--- src/rtl/codec_sample_fifo.sv ---
// Frame FIFO between the sample generators and the ac97 codec interface.
// One frame is popped per new_frame rising edge and shown on that same cycle.
module codec_sample_fifo #(
    parameter int WIDTH         = 18,
    parameter int CHANNELS      = 2,
    parameter int DEPTH         = 8,
    parameter int LOW_WATER     = 2,
    parameter int UNDERRUN_ZERO = 0
) (
    input  logic                          clk,
    input  logic                          reset,
    input  logic [CHANNELS*WIDTH-1:0]     in_frame,
    input  logic                          in_valid,
    output logic                          in_ready,
    input  logic                          new_frame,
    output logic [CHANNELS*WIDTH-1:0]     valid_sample,
    output logic                          frame_strobe,
    output logic                          low_water,
    output logic [$clog2(DEPTH+1)-1:0]    fill,
    input  logic                          clear_underrun,
    output logic [15:0]                   underrun_count
);

    localparam int FW = CHANNELS * WIDTH;
    localparam int PW = $clog2(DEPTH);
    localparam int CW = $clog2(DEPTH + 1);

    typedef logic [FW-1:0] frame_t;

    frame_t          mem [DEPTH];
    logic [PW-1:0]   wr_ptr;
    logic [PW-1:0]   rd_ptr;
    logic [CW-1:0]   fill_q;
    frame_t          held_q;
    frame_t          pop_frame;
    logic            prev_new_frame;
    logic [15:0]     underrun_q;
    logic            full;
    logic            empty;
    logic            push;
    logic            pop;
    logic            underrun;

    assign full     = (fill_q == CW'(DEPTH));
    assign empty    = (fill_q == '0);
    assign in_ready = ~full;
    assign push     = in_valid & in_ready;

    // Gated by reset so a high new_frame cannot strobe while the block is held in reset.
    assign frame_strobe = new_frame & ~prev_new_frame & reset;
    assign pop          = frame_strobe & ~empty;
    assign underrun     = frame_strobe & empty;

    // NOTE: every variable gets a default first so this block can never infer a latch.
    always_comb begin
        pop_frame = held_q;
        if (pop)
            pop_frame = mem[rd_ptr];
        else if (underrun && (UNDERRUN_ZERO != 0))
            pop_frame = '0;
    end

    // Bypass: on a strobe the popped frame appears before the held register loads it.
    assign valid_sample   = pop_frame;
    assign fill           = fill_q;
    assign low_water      = (fill_q <= CW'(LOW_WATER));
    assign underrun_count = underrun_q;

    // NOTE: storage has no reset; slots are only read after being written, guarded by fill.
    always_ff @(posedge clk) begin
        if (push)
            mem[wr_ptr] <= in_frame;
    end

    // NOTE: sequential state uses non-blocking assignments so all registers update together.
    always_ff @(posedge clk or negedge reset) begin
        if (!reset) begin
            wr_ptr         <= '0;
            rd_ptr         <= '0;
            fill_q         <= '0;
            held_q         <= '0;
            prev_new_frame <= 1'b0;
        end else begin
            prev_new_frame <= new_frame;
            if (frame_strobe)
                held_q <= pop_frame;
            if (push)
                wr_ptr <= wr_ptr + PW'(1);
            if (pop)
                rd_ptr <= rd_ptr + PW'(1);
            case ({push, pop})
                2'b10:   fill_q <= fill_q + CW'(1);
                2'b01:   fill_q <= fill_q - CW'(1);
                default: fill_q <= fill_q;
            endcase
        end
    end

    // Clear wins over a same-cycle underrun increment.
    always_ff @(posedge clk or negedge reset) begin
        if (!reset)
            underrun_q <= '0;
        else if (clear_underrun)
            underrun_q <= '0;
        else if (underrun && (underrun_q != 16'hFFFF))
            underrun_q <= underrun_q + 16'd1;
    end

endmodule
--- config.mk ---
export PLATFORM = sky130hd
export DESIGN_NAME = codec_sample_fifo
export DESIGN_NICKNAME = d
export VERILOG_FILES = /design/src/rtl/codec_sample_fifo.sv
export SDC_FILE = /design/constraint.sdc
export NUM_CORES = 1
export LEC_CHECK = 0
export ABC_AREA = 0
export BUFFER_PORTS_ARGS = -buffer_cell sky130_fd_sc_hd__buf_2
export CAP_MARGIN = 15
export CORE_UTILIZATION = 40
export DETAILED_ROUTE_END_ITERATION = 7
export GPL_TIMING_DRIVEN = 0
export PLACE_DENSITY = 0.6
export SYNTH_ARGS = -nofsm -noshare
export SYNTH_HDL_FRONTEND = slang
export SYNTH_SLANG_ARGS = --single-unit
--- constraint.sdc ---
create_clock -name clk -period 10.8 [get_ports clk]
set_input_delay 1.62 -clock clk [delete_from_list [all_inputs] [get_ports clk]]
set_output_delay 1.62 -clock clk [all_outputs]
set_load 0.01 [all_outputs]
# Yosys cells after proc, flatten, opt, wreduce, memory -nomap -nowiden
# Memory sizes are Yosys's and may differ from the RTL's.
# Index checks and enable logic that the tools add are counted.
dict set report op_classes {
  addsub 5
  bitwise 8
  reduce_logical 4
  eq_ne 4
  mux 6
  n_lt_le_gt_ge 1
}
# op count
set op_table {}
lappend op_table {{$mux W36} 1}
lappend op_table {{$mux W16} 2}
lappend op_table {{$add A16 B1 Y16 const B} 1}
lappend op_table {{$ne A16 B16 Y1 const B} 1}
lappend op_table {{$pmux W4 S2} 1}
lappend op_table {{$add A3 B1 Y3 const B} 2}
lappend op_table {{$and A1 B1 Y1} 5}
lappend op_table {{$add A4 B1 Y4 const B} 1}
lappend op_table {{$eq A4 B4 Y1 const B} 1}
lappend op_table {{$le A4 B2 Y1 const B} 1}
lappend op_table {{$logic_not A4 Y1} 1}
lappend op_table {{$reduce_bool A2 Y1} 2}
lappend op_table {{$sub A4 B1 Y4 const B} 1}
lappend op_table {{$not A1 Y1} 3}
lappend op_table {{$eq A2 B1 Y1 const B} 1}
lappend op_table {{$eq A2 B2 Y1 const B} 1}
lappend op_table {{$mux W1} 2}
lappend op_table {{$logic_and A1 B1 Y1} 1}
dict set report word_totals {
  output_inout_bits 59
  word_cells 35
  mem_bits_rw 288
  memories 1
  regBits 63
}
# memory words word_bits read_ports rd_clocked_by_memory_dff wr line_no
set mem_list {}
lappend mem_list {mem 8 36 1 0 1 30} ;# frame_t mem [DEPTH];

# Logic depth before layout (Yosys ltp)
dict set report logic_depth {
  word_depth 7
  ltp_mapped 12
}

# Worst setup path before layout
# Ideal clock, no wire load.
dict set report synth_timing {
  path_type {input port to flip-flop}
  from {input port in_valid}
  to {memory mem[0][0] in the netlist's numbering (enable)}
  required_time_ns 10.326
  arrival_time_ns 4.523
  path_stages 3
  setup_slack_ns 5.803
  n_path_buf 0
  setup_ns 0.474
  cell_sequence {nand2_1 > or2_2 > nor3_1}
}
dict set report synth_between {
  elab_chain_len 3
}
# element line_no
set synth_lines {}
lappend synth_lines {{start: declaration} 13} ;# input logic in_valid,
lappend synth_lines {{$and A1 B1 Y1} 47} ;# assign push = in_valid & in_ready;
lappend synth_lines {{$mux W1} 71} ;# if (push)
lappend synth_lines {{$mux W1 (implied by the code)} 72} ;# mem[wr_ptr] <= in_frame;
lappend synth_lines {{end: declaration} 30}
# No other way between the ends.

# Final worst setup path
dict set report layout_timing {
  from {input port reset}
  to {output port valid_sample[14]}
}
dict set report layout_between {
  elab_chain_len 3
}
# element line_no
set layout_lines {}
lappend layout_lines {{start: declaration} 11} ;# input logic reset,
lappend layout_lines {{$and A1 B1 Y1} 50} ;# assign frame_strobe = new_frame & ~prev_new_frame & reset;
lappend layout_lines {{$and A1 B1 Y1} 51} ;# assign pop = frame_strobe & ~empty;
lappend layout_lines {{$mux W36} 57} ;# if (pop)
lappend layout_lines {{end: declaration} 16} ;# output logic [CHANNELS*WIDTH-1:0] valid_sample,
# No other way between the ends.

==> metrics.md <==
| Metric | Value |
|---|---|
| Max-slew headroom | ~40% |
| Post-synth ARST share | between 10% and 20% |
| Nets | about 940 |
| DRC violations left | 0 |
| Post-synth EDFFs | 288 |
| H-Tree Depth | 2 |
| Crit path max fanout | 38 |
| Pwr dens | around 260 nW/um^2 |
| Initial Util | 40.91% |
| Largest net degree at the start of global routing | 39 |
| Initial antenna violation count | 3 |
| Die Width | 187.7 um |
| Clock transition at the registers of the reported paths | about 0.060 ns |
| Syn nets | a little under 800 |
| Average wire per standard cell | ~22 um |
| # resized after CTS | 0 |
| Final Critical Period | just over 6 ns |
| # IOs | 100 |
| Accumulated negative setup slack | 0 ns |
| CTS Hold Buffers Added | 0 |
| RSZ-0062 raised after global routing | false |
| Setup WS post-layout | 4.581 ns |
| Detailed-route vias per instance | 5.356 |
| Most Crowded Layer GR | met2 |
| Place WS | about 4.4 ns |
| Clk sinks | around 350 |
| Mapped cell area | ~14000 sq um |
| First-pass GRT wire length | approximately 45000 um |
| Clk_lat worst skew | ~0.53 ns |
| Synth Warn # | 0 |
| MaxCap Viol Count | 0 |
| Outcome | finished, final reports clean |
| Sequential share of the synthesized area | about 74% |
| Initial drt markers | between 400 and 500 |
| Period utilisation layout | 57.58% |
| TritonCTS clock tree | built |
| Die Y-Extent | 187.7 um |
| Routed WL | ~30000 um |
| Leak | about 5.7 nW |
| Xor/xnor share of the synthesized area | less than 1% |
| Met1 GRT Util | a little under a quarter |
| Crit path launch type | input pin |
| Crit-path max cell delay | approximately 0.6 ns |
| Synth Area in Compound Gates | 3.866% |
| Fraction of synthesized area in multiplexers | ~15% |
| Clock root cell | clkbuf_16 |
| Worst-path cell with the longest stage delay | clkbuf_1 |
| Synthesized area per cell | ~19 sq um |
| Crit Path Class | in2out |
| Met3 Usage GRT | between 3 and 4% |
| # Post-CTS Setup Buffers | 0 |
| Req. time, crit path | 9.18 ns |
| Dominant combinational cell family by area after synthesis | multiplexers |
| Final-report max-slew violation count | 0 |
| Commonest non-fill, non-tap cells in the layout | edfxtp_1, buf_2, a21oi_1, mux4_2, dfrtp_1 |
| Post-Synthesis Cells | 736 |
| Die area | 35210 sq um |
| Post-synthesis adder-cell area fraction | less than 1% |
| Layout cells sized above 1 | 30.33% |
| Core Rows | between 60 and 70 |
| Gp weighted congestion | about 0.76 |
| Final Core Density | roughly half |
| Total grt overflow | 0 |
| Clk_skew | around 0.021 ns |
| Most used DFF post-synth | edfxtp_1 |
| Remaining antenna violation count | 0 |
| Critical-path cell list | buf_4 > buf_16 > and3b_1 > buf_2 > nor2b_1 > clkbuf_1 > clkbuf_1 > a21oi_1 > buf_2 |
| Post-synthesis register bit count | 351 |
| Clock buffer depth | 3 |
| Core Area | 33700 sq um |
| Total Routing Usage GR | about 17% |
| Fmax achieved | roughly 0.16 GHz |
| Post-DP HPWL | between 15000 and 20000 um |
| Distinct cells, synth | 40 |
| Num CTS Buffers | 37 |
| Grt met2 use | between 20 and 30% |
| Vias in the first global route | approximately 7400 |
| Worst Tran Pin Value | ~0.9 ns |
| Via count | 7333 |
| Area growth syn-to-layout | 18.99% |
| Pwr Total | 4.315 mW |
| Min-Delay Path Class | reg2reg |
| Most common cell after layout, fill and taps aside | edfxtp_1 |
| Hold Vio Cnt, Final | 0 |
| DRT Pass-1 Iters | 5 |
| Finish-stage setup viols | 0 |
| Simple-gate share of the synthesized area | under 10% |
| Worst vdd ir | about 0.15 mV |
| Buffers on Ports | between 90 and 100 |
| Arr. time, crit path | about 4.6 ns |
| Critical Path Sink Type | output port |
==> synth_stat cells, types with 7 or more instances <==
master | number | share of area, %
a21oi_1 | 86 | 3.1
buf_2 | 13 | 0.47
clkbuf_1 | 22 | 0.60
dfrtp_1 | 63 | 11
edfxtp_1 | 288 | 63
mux2_2 | 8 | 0.65
mux2i_1 | 37 | 2.7
mux4_2 | 72 | 12
nand2_1 | 9 | 0.25
nand3_1 | 8 | 0.29
nor2_1 | 50 | 1.4
nor2b_1 | 8 | 0.36
o31ai_1 | 7 | 0.38
==> final cells by class <==
type,count,area [sq um]
Clock buffer,45,955.9
Antenna cell,1,2.502
Sequential cell,351,10220
Inverter,2,7.507
Buffer,38,162.7
Timing Repair Buffer,116,754.5
Fill cell,2860,17290
Clock inverter,23,290.3
Tap cell,448,560.5
Multi-Input combinational cell,345,3447
==> stage by stage <==
step,hold slack [ns],cells,area [sq um]
final,0.5138,1369,16410
after global routing,0.5324,1368,16400
after CTS,0.5158,1368,16400
after detailed placement,0.5031,1300,15160
after global placement,0.4935,1283,14840
after floorplan,0.4809,736,13790
==> report_power, final <==
group	internal [mW]	leakage (nW)	switching (mW)
clock network	0.780	0.606	0.518
logic	0.534	1.74	0.692
registers	1.72	3.36	0.0708
total	3.03	5.70	1.28
==> metal layers <==
| layer | routed length (um) | vias to the layer above | share of wire (%) |
|---|---|---|---|
| li1 | - | 3281 | - |
| met2 | 14560 | 209 | 49 |
| met5 | 37 | - | 0.12 |
| met3 | 1558 | 38 | 5.2 |
| met1 | 13210 | 3799 | 44 |
| met4 | 489 | 6 | 1.6 |
==> flip-flops by register name, summed over array words and instances (netlist names) <==
signal / count
mem: 288
wr_ptr: 3
fill: 4
held_q: 36
prev_new_frame: 1
underrun_count: 16
rd_ptr: 3
==> cells by family after synthesis <==
logic type	Yosys count
DFF	351
buffers and inverters	40
adders and majority gates	6
and+or+nand+nor	112
AOI/OAI and AO/OA	100
xor gates and xnor gates	8
muxes	119
==> worst paths after layout <==
| path | from | end | slack (ns) | depth (start not counted) |
|---|---|---|---|---|
| setup reg to reg | prev_new_frame | fill[2] | 7.54 | 12 |
| hold / removal | held_q[20] | held_q[20] | 0.51 | 2 |
| hold reg to reg | held_q[20] | held_q[20] | 0.51 | 2 |
| setup / recovery | reset | valid_sample[14] | 4.58 | 9 |
| max in group asynchronous | reset | held_q[9] | 9.18 | 2 |
| min in group asynchronous | reset | held_q[30] | 1.04 | 1 |
==> critical path, delay by kind of cell <==
kind | cells | cell delay [ns]
AO/OA/AOI/OAI | 1 | 0.22
AND/OR/NAND/NOR | 2 | 0.55
buffers and inverters | 6 | 2.19
No activity file was read; power rests on OpenSTA's default activity.
